**src/rtl/onehot_pkg.sv**
```systemverilog
// Shared types and helpers for the debounced one-hot encoder.
package onehot_pkg;

  typedef enum logic [1:0] {
    IN_ZERO,
    IN_ONEHOT,
    IN_MULTI
  } in_class_t;

  // $clog2 that never returns 0, so a counter always has at least one bit.
  function automatic int safe_clog2(input int v);
    return (v <= 2) ? 1 : $clog2(v);
  endfunction

endpackage

```
**src/rtl/onehot_debounce_encoder_if.sv**
```systemverilog
// Pin-side bundle of the debounced one-hot encoder.
interface onehot_debounce_encoder_if #(
  parameter int N = 8
);
  localparam int W = $clog2(N);

  // No backpressure: valid is a level (some code accepted since reset/clr),
  // new_code is a single-cycle strobe the consumer must sample every cycle.
  logic [N-1:0] in;
  logic         clr;
  logic [W-1:0] out;
  logic         valid;
  logic         new_code;
  logic         err;

  modport master (
    output in, clr,
    input  out, valid, new_code, err
  );

  modport slave (
    input  in, clr,
    output out, valid, new_code, err
  );

endinterface

```
**src/rtl/onehot_classify.sv**
```systemverilog
// Combinational classifier: lowest set index plus zero / one-hot / multi-hot class.
module onehot_classify
  import onehot_pkg::*;
#(
  parameter  int N             = 8,
  parameter  int PRIORITY_MODE = 0,
  localparam int W             = $clog2(N)
) (
  input  logic [N-1:0] vec,
  output logic [W-1:0] idx,
  output in_class_t    cls
);

  logic found;
  int   pop;

  always_comb begin
    idx   = '0;
    found = 1'b0;
    pop   = 0;
    for (int i = 0; i < N; i++) begin
      if (vec[i]) begin
        pop = pop + 1;
        if (!found) begin
          idx   = W'(i);
          found = 1'b1;
        end
      end
    end
  end

  // Priority mode folds multi-hot into one-hot at the lowest set index.
  always_comb begin
    cls = IN_ZERO;
    if (pop == 1)
      cls = IN_ONEHOT;
    else if (pop > 1)
      cls = (PRIORITY_MODE != 0) ? IN_ONEHOT : IN_MULTI;
  end

endmodule

```
**src/rtl/onehot_debounce_encoder.sv**
```systemverilog
// Synchronise, debounce and encode N one-hot request lines into a latched binary code.
module onehot_debounce_encoder
  import onehot_pkg::*;
#(
  parameter  int N             = 8,
  parameter  int STABLE_CYCLES = 4,
  parameter  int DEFAULT_CODE  = N - 1,
  parameter  int PRIORITY_MODE = 0,
  localparam int W             = $clog2(N)
) (
  input logic                     clk,
  input logic                     rst_n,
  onehot_debounce_encoder_if.slave bus
);

  localparam int             CW      = safe_clog2(STABLE_CYCLES + 1);
  localparam logic [CW-1:0]  CNT_SAT = CW'(STABLE_CYCLES);
  localparam logic [CW-1:0]  CNT_ACC = CW'(STABLE_CYCLES - 1);
  localparam logic [W-1:0]   DEF     = W'(DEFAULT_CODE);

  logic [N-1:0]  s1, s2, prev;
  logic [CW-1:0] cnt;
  logic [W-1:0]  out_q;
  logic          valid_q, new_q, err_q;

  logic          stable, accept;
  logic [W-1:0]  cls_idx;
  in_class_t     cls;

  assign stable = (s2 == prev);
  // Fires on the single edge where the counter crosses into saturation.
  assign accept = stable && (cnt == CNT_ACC);

  onehot_classify #(
    .N             (N),
    .PRIORITY_MODE (PRIORITY_MODE)
  ) u_classify (
    .vec (s2),
    .idx (cls_idx),
    .cls (cls)
  );

  always_ff @(posedge clk or negedge rst_n) begin
    if (!rst_n) begin
      s1      <= '0;
      s2      <= '0;
      prev    <= '0;
      cnt     <= '0;
      out_q   <= DEF;
      valid_q <= 1'b0;
      new_q   <= 1'b0;
      err_q   <= 1'b0;
    end else begin
      s1    <= bus.in;
      s2    <= s1;
      prev  <= s2;
      new_q <= 1'b0;
      if (bus.clr) begin
        out_q   <= DEF;
        valid_q <= 1'b0;
        err_q   <= 1'b0;
        cnt     <= '0;
      end else begin
        if (!stable)
          cnt <= '0;
        else if (cnt < CNT_SAT)
          cnt <= cnt + 1'b1;

        if (accept) begin
          case (cls)
            IN_ONEHOT: begin
              out_q   <= cls_idx;
              valid_q <= 1'b1;
              new_q   <= !valid_q || (out_q != cls_idx);
            end
            IN_MULTI: err_q <= 1'b1;
            default: ;
          endcase
        end
      end
    end
  end

  assign bus.out      = out_q;
  assign bus.valid    = valid_q;
  assign bus.new_code = new_q;
  assign bus.err      = err_q;

endmodule

```
**src/flat_wrapper.sv**
```systemverilog
// flat-port wrapper written by rule: the top's interface ports become plain ports
module onehot_debounce_encoder_flat import onehot_pkg::*;
#(
  parameter  int N             = 8,
  parameter  int STABLE_CYCLES = 4,
  parameter  int DEFAULT_CODE  = N - 1,
  parameter  int PRIORITY_MODE = 0,
  localparam int W             = $clog2(N)
)
  (clk, rst_n, bus_in, bus_clr, bus_out, bus_valid, bus_new_code, bus_err);
  onehot_debounce_encoder_if #(.N(N)) bus_i ();
  input logic clk;
  input logic rst_n;
  input wire logic [$bits(bus_i.in)-1:0] bus_in;
  input wire logic [$bits(bus_i.clr)-1:0] bus_clr;
  output wire logic [$bits(bus_i.out)-1:0] bus_out;
  output wire logic [$bits(bus_i.valid)-1:0] bus_valid;
  output wire logic [$bits(bus_i.new_code)-1:0] bus_new_code;
  output wire logic [$bits(bus_i.err)-1:0] bus_err;
  assign bus_i.in = bus_in;
  assign bus_i.clr = bus_clr;
  assign bus_out = bus_i.out;
  assign bus_valid = bus_i.valid;
  assign bus_new_code = bus_i.new_code;
  assign bus_err = bus_i.err;
  onehot_debounce_encoder #(.N(N), .STABLE_CYCLES(STABLE_CYCLES), .DEFAULT_CODE(DEFAULT_CODE), .PRIORITY_MODE(PRIORITY_MODE)) u_core (.clk(clk), .rst_n(rst_n), .bus(bus_i));
endmodule
```
**config.mk**
```make
export PLATFORM = sky130hd
export DESIGN_NAME = onehot_debounce_encoder_flat
export DESIGN_NICKNAME = d
export VERILOG_FILES = /design/src/rtl/onehot_pkg.sv /design/src/rtl/onehot_debounce_encoder_if.sv /design/src/rtl/onehot_classify.sv /design/src/rtl/onehot_debounce_encoder.sv /design/src/flat_wrapper.sv
export SDC_FILE = /design/constraint.sdc
export NUM_CORES = 1
export LEC_CHECK = 0
export CAP_MARGIN = 40
export CORE_ASPECT_RATIO = 0.8
export CORE_MARGIN = 4
export CORE_UTILIZATION = 55
export CTS_CLUSTER_SIZE = 10
export DETAILED_ROUTE_END_ITERATION = 10
export PLACE_DENSITY = 0.85
export SYNTH_ARGS = -nofsm -noshare
export SYNTH_HDL_FRONTEND = slang
export SYNTH_SLANG_ARGS = --single-unit
```
**constraint.sdc**
```tcl
create_clock -name clk -period 6.2 [get_ports clk]
set_clock_uncertainty 0.05 [all_clocks]
set_input_delay 1.24 -clock clk [delete_from_list [all_inputs] [get_ports clk]]
set_output_delay 1.24 -clock clk [all_outputs]
set_load 0.03 [all_outputs]
```
Word-level counts from Yosys, hierarchy flattened
Cells that the tools add are included.
- bits in registers: 33
- output and inout bits: 6
- add/subtract/negate cells: 8
- magnitude comparators: 2
- equality and inequality tests: 7
- mux-type cells: 46
- reductions and logical operators: 8
- operators by type and width (operator ; number):
    32-bit 2-to-1 mux ; 7
    32-bit by 2-bit adder with 32-bit output, second input constant ; 6
    3-bit 2-to-1 mux ; 18
    32-bit by 2-bit equality test with 1-bit output, second input constant ; 1
    32-bit by 2-bit greater-than comparator with 1-bit output, second input constant ; 1
    1-bit 2-to-1 mux ; 19
    8-bit equality test ; 1
    2-bit nonzero test ; 3
    2-bit 2-to-1 mux ; 2
    2-bit AND reduction ; 2
    3-bit by 1-bit adder with 3-bit output, second input constant ; 1
    3-bit by 2-bit equality test with 1-bit output, second input constant ; 1
    3-bit less-than comparator, second input constant ; 1
    3-bit inequality test ; 1
    3-bit inequality test, second input constant ; 1
    1-bit by 1-bit adder with 2-bit output, second input constant ; 1
    2-bit by 1-bit equality test with 1-bit output, second input constant ; 1
    2-bit equality test, second input constant ; 1
    1-bit logical AND ; 1
    1-bit zero test ; 1
    1-bit logical OR ; 1

Logic depth before layout (Yosys ltp)
Gate-level depths: netlist of the first run.
- word-level depth: 22
- gate-level depth with buffers: 24

Hierarchy
Synthesis of the first run repeated with hierarchy kept, for this count alone.
- cells, all modules: 195
- area, all modules: 2078.2 µm²
- by module, submodules not included (module ; times used ; cells an instance ; area each (µm²) ; sequential area each (µm²)):
    onehot_debounce_encoder ; 1 ; 76 ; 1157.4 ; 829.5
    onehot_classify ; 1 ; 119 ; 920.9 ; 0.0

Least setup slack after synthesis of the first run
No wires, ideal clock.
- path kind: flip-flop to flip-flop
- start: register u_core.s2[0]
- end: register u_core.out_q[0] (netlist: u_core.bus.out[0])
- setup time: 0.077 ns
- data arrival time: 4.864 ns
- data required time: 6.073 ns
- path slack: 1.209 ns
- cell stages (with the launch flop): 25
- buffers on the path: 1
- cell sequence: dfrtp_1 -> inv_1 -> ha_1 -> buf_4 -> xnor3_2 -> inv_1 -> ha_1 -> nor2b_1 -> a31oi_1 -> and2_1 -> ha_1 -> a22oi_1 -> inv_1 -> ha_1 -> nor2_1 -> a21o_1 -> inv_1 -> ha_1 -> nor2b_1 -> nand3_1 -> nor2_1 -> o41ai_1 -> a32oi_4 -> a31o_2 -> a21o_1
- cells in the longest elaborated chain, start to end: 21
- elaborated cells on any way between the ends: 49
- classes of those cells: add/sub: 7; order compare: 1; eq/ne: 3; mux: 34; reduce/logical: 4
- RTL lines (item ; line ; source):
    from (decl) ; onehot_debounce_encoder.sv:21 ; logic [N-1:0] s1, s2, prev;
    from (signal assigned) ; onehot_debounce_encoder.sv:46 ; s2 <= '0;
    from (signal assigned) ; onehot_debounce_encoder.sv:55 ; s2 <= s1;
    1-bit 2-to-1 mux ; onehot_classify.sv:22 ; if (vec[i]) begin
    1-bit by 1-bit adder with 2-bit output ; onehot_classify.sv:23 ; pop = pop + 1;
    32-bit 2-to-1 mux ; onehot_classify.sv:22 ;
    32-bit by 2-bit adder with 32-bit output ; onehot_classify.sv:23 ;
    32-bit 2-to-1 mux ; onehot_classify.sv:22 ;
    32-bit by 2-bit adder with 32-bit output ; onehot_classify.sv:23 ;
    32-bit 2-to-1 mux ; onehot_classify.sv:22 ;
    32-bit by 2-bit adder with 32-bit output ; onehot_classify.sv:23 ;
    [... 5 more ...] ; -- ;
    32-bit by 2-bit adder with 32-bit output ; onehot_classify.sv:23 ;
    32-bit 2-to-1 mux ; onehot_classify.sv:22 ;
    32-bit by 2-bit greater-than comparator with 1-bit output ; onehot_classify.sv:37 ; else if (pop > 1)
    2-bit 2-to-1 mux ; onehot_classify.sv:37 ;
    2-bit 2-to-1 mux ; onehot_classify.sv:35 ; if (pop == 1)
    2-bit by 1-bit equality test with 1-bit output ; onehot_debounce_encoder.sv:70 ; case (cls)
    2-bit nonzero test (no source line) ; -- ;
    2-bit AND reduction (no source line) ; -- ;
    to (signal assigned) ; onehot_debounce_encoder.sv:72 ; out_q <= cls_idx;
    to (decl) ; onehot_debounce_encoder.sv:23 ; logic [W-1:0] out_q;
Several ways; a longest one is shown, not always the timed one. The select of a mux whose other input is x is not followed.
A chain may end at the register's enable or synchronous reset.

Final worst setup path of the first run
- start: register u_core.s2[1]
- end: register u_core.out_q[0] (netlist: u_core.bus.out[0])
- cells in the longest elaborated chain, start to end: 19
- elaborated cells on any way between the ends: 45
- classes of those cells: add/sub: 6; order compare: 1; eq/ne: 3; mux: 31; reduce/logical: 4
- RTL lines (item ; line):
    32-bit 2-to-1 mux ; onehot_classify.sv:22
    32-bit by 2-bit adder with 32-bit output ; onehot_classify.sv:23
    32-bit 2-to-1 mux ; onehot_classify.sv:22
    32-bit by 2-bit adder with 32-bit output ; onehot_classify.sv:23
    32-bit 2-to-1 mux ; onehot_classify.sv:22
    32-bit by 2-bit adder with 32-bit output ; onehot_classify.sv:23
    32-bit 2-to-1 mux ; onehot_classify.sv:22
    32-bit by 2-bit adder with 32-bit output ; onehot_classify.sv:23
    [... 3 more ...] ; --
    32-bit by 2-bit adder with 32-bit output ; onehot_classify.sv:23
    32-bit 2-to-1 mux ; onehot_classify.sv:22
    32-bit by 2-bit greater-than comparator with 1-bit output ; onehot_classify.sv:37
    2-bit 2-to-1 mux ; onehot_classify.sv:37
    2-bit 2-to-1 mux ; onehot_classify.sv:35
    2-bit by 1-bit equality test with 1-bit output ; onehot_debounce_encoder.sv:70
    2-bit nonzero test (no source line) ; --
    2-bit AND reduction (no source line) ; --
Several ways; a longest one is shown, not always the timed one. The select of a mux whose other input is x is not followed.

==> results of run 1 <==
[kinds of logic (layout without fill, tap and decap cells)]
group | Yosys count | in the layout | synth area share
and+or+nand+nor | 61 | 61 | 0.1674
AOI/OAI and AO/OA | 34 | 34 | 0.1483
DFF | 33 | 33 | 0.4220
xor gates and xnor gates | 23 | 23 | 0.1267
buffers and inverters | 19 | 35 | 0.03947
adders and majority gates | 11 | 11 | 0.07002
muxes | 5 | 5 | 0.02610
[worst min-delay path by stage]
stage	endpoint	cells after the start	from	slack [ns]
final	u_core.s2[2]	0	u_core.s1[2]	0.29
after global routing	u_core.s2[3]	0	u_core.s1[3]	0.30
after CTS	u_core.s2[3]	0	u_core.s1[3]	0.30
after detailed placement	u_core.s2[3]	0	u_core.s1[3]	0.29
after global placement	u_core.s2[4]	0	u_core.s1[4]	0.28
after floorplan	u_core.s2[0]	0	u_core.s1[0]	0.28
[cell usage after synthesis (all sizes together) (5+ instances only)]
cell type and n:
clkbuf 5, nand4 5, dfrtp 30, nor2 17, inv 11, nand2 11
a21oi 6, ha 11, xor2 5, nand3 8, xnor2 16
[area by class of cell]
cell class,count,share of cell area
Clock buffer,5,0.03054
Clock inverter,2,0.01555
Inverter,11,0.01832
Multi-Input combinational cell,134,0.4697
Sequential cell,33,0.3681
Tap cell,42,0.02332
Timing Repair Buffer,17,0.07440
[through the flow]
step	hold WS [ns]	power [W]	cell area, um^2	instances	utilization
after floorplan	0.2812	0.0003767	1966	186	-
after global placement	0.2820	0.0004030	2150	237	0.6236
after detailed placement	0.2855	0.0004134	2150	237	0.6236
after CTS	0.2976	0.0006002	2253	244	0.6537
after global routing	0.2987	0.0006337	2253	244	0.6537
final	0.2922	0.0005967	2253	244	0.6537
[per-layer routing]
layer / up-vias / routed length, um
met1: 677 / 1567
met3: 10 / 137
li1: 688 / -
met4: 0 / 74
met5: - / 0
met2: 35 / 1725
[critical path, cell delays in order (launching register included)]
cell,delay (ns)
dfrtp_1,0.46
inv_1,0.09
ha_1,0.44
xnor3_2,0.58
inv_1,0.10
ha_1,0.22
nor2b_1,0.18
a31oi_1,0.08
and2_1,0.18
ha_1,0.28
a22oi_1,0.33
inv_1,0.11
ha_1,0.30
nor2_1,0.14
a21o_1,0.10
inv_1,0.04
ha_1,0.29
nor2b_1,0.06
nand3_1,0.10
nor2_1,0.05
o41ai_1,0.64
a32oi_4,0.26
a31o_2,0.29
a21o_1,0.14
[registers in the layout, summed over array words and instances, names as in the netlist]
register             flops
u_core.cnt               3
u_core.s1                8
u_core.bus.err           1
u_core.bus.valid         1
u_core.prev              8
u_core.s2                8
u_core.bus.new_code      1
u_core.bus.out           3
[power groups by stage]
stage,sequential [W],combinational [W],clock (W)
global route,0.000235,0.000197,0.000202
CTS,0.000234,0.000177,0.000189
global placement,0.000237,0.000166,0
finish,0.000234,0.000178,0.000185
floorplan,0.000231,0.000146,0
detailed placement,0.000238,0.000175,0
==> flow_summary_export.csv, run 1 <==
group,metric,value,unit
run_status,status,"complete, no violations",
yosys,ys_ff_latch,33,
yosys,ys.flop_type,"dfrtp_1",
sta,finalSetupTns,0,ns
placed_design,portBuffers,16,
worst_hold_path,min_path_type,"flop to flop",
power_and_ir_drop,clkPwrFrac,0.309,
yosys,netlist.area_leader.share,0.3819,
power_and_ir_drop,p_switching,0.0001770,W
grt,track_usage,0.1759,
sta,hold_viol,0,
placed_design,routabilityCongestion,0.8414,
clocking,cts_buffer_depth,2,
grt,antenna_found_initial,0,
critical_path,path_class,"flop to flop",
grt,grt_pass1_vias,1499,
yosys,yosys-top-cells-area,"dfrtp_1 38%, ha_1 7.0%, xnor2_1 6.7%",
power_and_ir_drop,intPower,0.0004197,W
grt,busiest_layer,"met2",
grt,grt_pass1_wl,6196,um
yosys,synth_area_per_cell,10.57,um^2
sta,rsz0062_at_grt,"no",
clocking,hold_buffers,0,
finish,mostFrequentLayoutCell,"dfrtp_1",
grt,grt_overflow,0,
clocking,clkTransAtPathRegs,0.06,ns
critical_path,r2r_start,"u_core.s2[1]",
routing,drt_iter0_markers,90,
clocking,cts-root-buf,"clkbuf_8",
grt,met2_usage,0.2816,
critical_path,cp.arrival,5.76,ns
sta,period_share,0.9025,
sta,fin_ws,0.6045,ns
yosys,synth_nets,208,
clocking,cts_tree,"done",
clocking,post_cts_buffers,0,
sta,drv_slew,0,
clocking,numCtsBuffers,5,
yosys,synth_area,1966,um^2
critical_path,r2r_end,"u_core.bus.out[0]",
yosys,synth_warnings,0,
yosys,synthCells,186,
finish,final_layout_size_suffix_gt1_frac,0.1188,
power_and_ir_drop,pwr-share-seq,0.392,
yosys,async_reset_ff_frac,1.000,
clocking,clock_sinks,33,
yosys,yosysSeqAreaShare,0.4220,
job,cap_violations,0,
critical_path,cp.required,6.36,ns
floorplan,floorplan.die.height,61.47,um
sta,relSlewSlack,0.5607,
floorplan,die_x,74.84,um
floorplan,io_pins,17,
routing,drc,0,
finish,layout-area-overhead-vs-synth,14.64,%
power_and_ir_drop,pwr-share-comb,0.298,
finish,nFillCells,267,
power_and_ir_drop,power_leakage,0.9395,nW
critical_path,cp-start-kind,"flop",
placed_design,hpwl,2705,um
sta,setup_viol,0,
sta,fmax,178.7,MHz
routing,totalWireLength,3505,um
finish,nets,224,
power_and_ir_drop,sw_frac_of_total,0.2967,
critical_path,r2r_setup_slack,0.60,ns
grt,use_met1,0.2225,
power_and_ir_drop,irDropWorstVdd,0.0003079,V
routing,drt_first_pass_iters,4,
finish,final_cell_mix,"30 x dfrtp_1, 17 x nor2_1, 16 x clkdlybuf4s50_1, 15 x xnor2_1",
critical_path,endpoint,"u_core.bus.out[0]",
yosys,yosysTopAreaCell,"dfrtp_1",
yosys,synth_cell_types,54,
finish,multiInputGateArea,1059,um^2
yosys,synth_edf_count,0,
routing,vias_per_cell,5.779,
sta,timing.final.crit_period,5.596,ns
sta,tightest_slew,0.6505,ns
floorplan,die_area,4600,um^2
placed_design,post-place-ws,0.6907,ns
clocking,cts_resized,0,
finish,seqCellArea,829.5,um^2
routing,routedWlPerCell,14.36,um
critical_path,r2r_cells,23,
clocking,clk-insertion-delay-late,0.28,ns
critical_path,endpoint_kind,"flop",
routing,dr_total_vias,1410,
finish,diodes,0,
critical_path,startpoint,"u_core.s2[1]",
routing,ant_nets,0,
floorplan,start_util,0.5702,
critical_path,path_max_fanout,8,
floorplan,rows,19,
floorplan,core,3447,um^2
clocking,htree_levels,2,
power_and_ir_drop,powerDensity,264.8,nW/um^2
grt,grt_max_degree,34,
grt,met3_usage,0.04731,
No activity file was read; power rests on OpenSTA's default activity.
==> inputs of run 2 (changes only) <==
- SKIP_LAST_GASP: default -> 1
==> results of run 2 <==
Final layout, timing and power as in run 1 (identical DEF).
==> inputs of run 3 (changes only) <==
- CORE_MARGIN: 4 -> default
==> run 3 against run 2 <==
Design area shrank 0.11%. Largest cell class unchanged. Via count is 0.21% higher. Combinational power about the same. Fmax is 0.81% higher. Setup slack gained 0.045 ns. First-iteration DRC count decreased by 23%. Highest routed layer unchanged.
==> flow_summary_export.csv, run 3 (same netlist as run 1, synthesis figures left out) <==
group,metric,value,unit
run_status,status,"complete, no violations",
sta,period_share,0.8953,
grt,grt_pass1_wl,5802,um
sta,relSlewSlack,0.5905,
critical_path,r2r_start,"u_core.s2[0]",
grt,track_usage,0.2062,
placed_design,routabilityCongestion,0.8967,
clocking,clock_sinks,33,
clocking,cts_resized,0,
worst_hold_path,holdCritStartpoint,"u_core.s1[5]",
grt,grt_pass1_vias,1372,
finish,mostFrequentLayoutCell,"dfrtp_1",
job,cap_violations,0,
power_and_ir_drop,intPower,0.0004033,W
finish,nFillCells,262,
finish,multiInputGateArea,1059,um^2
finish,final_cell_mix,"30 x dfrtp_1, 17 x nor2_1, 16 x clkdlybuf4s50_1, 15 x xnor2_1",
grt,busiest_layer,"met2",
grt,grt_max_degree,34,
worst_hold_path,holdPathEnd,"u_core.s2[5]",
power_and_ir_drop,clkPwrFrac,0.292,
routing,dr_total_vias,1413,
sta,fmax,180.2,MHz
clocking,cts_buffer_depth,2,
routing,routedWlPerCell,14.18,um
power_and_ir_drop,powerDensity,257.9,nW/um^2
clocking,clkTransAtPathRegs,0.07,ns
placed_design,dpl_cell_area,2150,um^2
routing,drt_first_pass_iters,4,
finish,final_layout_size_suffix_gt1_frac,0.1232,
clocking,cts-root-buf,"clkbuf_8",
finish,reg_top3,"u_core.prev x8, u_core.s1 x8, u_core.s2 x8",
grt,grt_overflow,0,
clocking,clk-insertion-delay-late,0.28,ns
critical_path,cp.arrival,5.69,ns
floorplan,rows,19,
routing,drt_iter0_markers,69,
finish,seqCellArea,829.5,um^2
finish,layout-area-overhead-vs-synth,14.51,%
sta,tightest_slew,0.6063,ns
sta,hold_viol,0,
placed_design,hpwl,2660,um
clocking,post_cts_buffers,0,
routing,vias_per_cell,5.767,
power_and_ir_drop,total_power,0.0005806,W
finish,postLayoutCellArea,2251,um^2
critical_path,cp.required,6.33,ns
grt,met3_usage,0.04132,
critical_path,endpoint_kind,"flop",
worst_hold_path,min_path_type,"flop to flop",
finish,fin_util,0.6575,
floorplan,core,3423,um^2
clocking,hold_buffers,0,
routing,drc,0,
routing,ant_nets,0,
critical_path,r2r_end,"u_core.bus.out[1]",
sta,timing.final.crit_period,5.551,ns
critical_path,r2r_setup_slack,0.65,ns
floorplan,die_x,68.84,um
critical_path,cp-start-kind,"flop",
floorplan,io_pins,17,
floorplan,die_area,3819,um^2
routing,totalWireLength,3475,um
grt,antenna_found_initial,0,
clocking,numCtsBuffers,5,
power_and_ir_drop,pwr-share-seq,0.403,
critical_path,r2r_cells,23,
critical_path,path_class,"flop to flop",
worst_hold_path,holdPathStages,0,
power_and_ir_drop,pwr-share-comb,0.305,
placed_design,portBuffers,16,
sta,rsz0062_at_grt,"no",
power_and_ir_drop,sw_frac_of_total,0.3053,
grt,met2_usage,0.3315,
critical_path,path_max_fanout,8,
clocking,htree_levels,2,
sta,finalSetupTns,0,ns
sta,drv_slew,0,
power_and_ir_drop,irDropWorstVdd,0.0002962,V
power_and_ir_drop,power_leakage,0.9398,nW
floorplan,floorplan.die.height,55.47,um
finish,nets,224,
grt,use_met1,0.2658,
sta,setup_viol,0,
power_and_ir_drop,p_switching,0.0001773,W
finish,diodes,0,
floorplan,start_util,0.5742,
clocking,cts_tree,"done",
## run 3: changes by cell type in the layout (fill, tap and decap cells not counted)
cell,delta
clkbuf_8,+2
bufinv_16,-1
## run 3: power groups by stage
| stage | clock network, W | registers, W | logic, W |
|---|---|---|---|
| 6_report | 0.000170 | 0.000234 | 0.000177 |
| 5_1_grt | 0.000183 | 0.000235 | 0.000195 |
| 4_1_cts | 0.000177 | 0.000234 | 0.000177 |
| 3_5_place_dp | 0 | 0.000238 | 0.000176 |
| 3_3_place_gp | 0 | 0.000237 | 0.000166 |
| 2_1_floorplan | 0 | 0.000231 | 0.000146 |
## run 3: area by class of cell
class                   instances  area share
well taps                      42     0.02335
clock inverters                 1    0.002223
clock buffers                   7     0.04280
flip-flops and latches         33      0.3685
inverters                      11     0.01834
repair buffers                 17     0.07449
multi-input cells             134      0.4703
## run 3: worst max-delay path, stage by stage (launching register included)
cell and delay, ns:
dfrtp_1 0.43, inv_1 0.11, ha_1 0.43, xnor3_2 0.57
inv_1 0.10, ha_1 0.22, nor2b_1 0.15, a31oi_1 0.07
and2_1 0.17, ha_1 0.28, a22oi_1 0.31, inv_1 0.11
ha_1 0.31, nor2_1 0.14, a21o_1 0.11, inv_1 0.04
ha_1 0.30, nor2b_1 0.17, nand3_1 0.13, a211oi_1 0.32
nor2_1 0.14, and3_1 0.22, o41ai_1 0.38, o211ai_1 0.18
## run 3: how the worst max path moves through the flow
| stage | from | to | slack, ns | cells past startpoint |
|---|---|---|---|---|
| detailed placement | u_core.s2[0] | u_core.bus.out[1] | 0.72 | 23 |
| global placement | u_core.s2[0] | u_core.bus.out[0] | 0.98 | 23 |
| finish | u_core.s2[0] | u_core.bus.out[1] | 0.65 | 23 |
| CTS | u_core.s2[0] | u_core.bus.out[1] | 0.70 | 23 |
| floorplan | u_core.s2[0] | u_core.bus.out[0] | 1.21 | 24 |
| global route | u_core.s2[1] | u_core.bus.out[1] | 0.37 | 23 |
## run 3: stage by stage
| step | hold WS, ns | worst slack, ns | std cells |
|---|---|---|---|
| global placement | 0.2813 | 0.9804 | 237 |
| global route | 0.3063 | 0.3652 | 245 |
| CTS | 0.3007 | 0.6983 | 245 |
| floorplan | 0.2812 | 1.209 | 186 |
| finish | 0.2973 | 0.6492 | 245 |
| detailed placement | 0.2871 | 0.7247 | 237 |
## run 3: routing by layer
metal | vias up | part of all wire
met5 | - | 0
li1 | 690 | -
met3 | 3 | 0.028
met2 | 28 | 0.50
met4 | 0 | 0.0095
met1 | 692 | 0.47
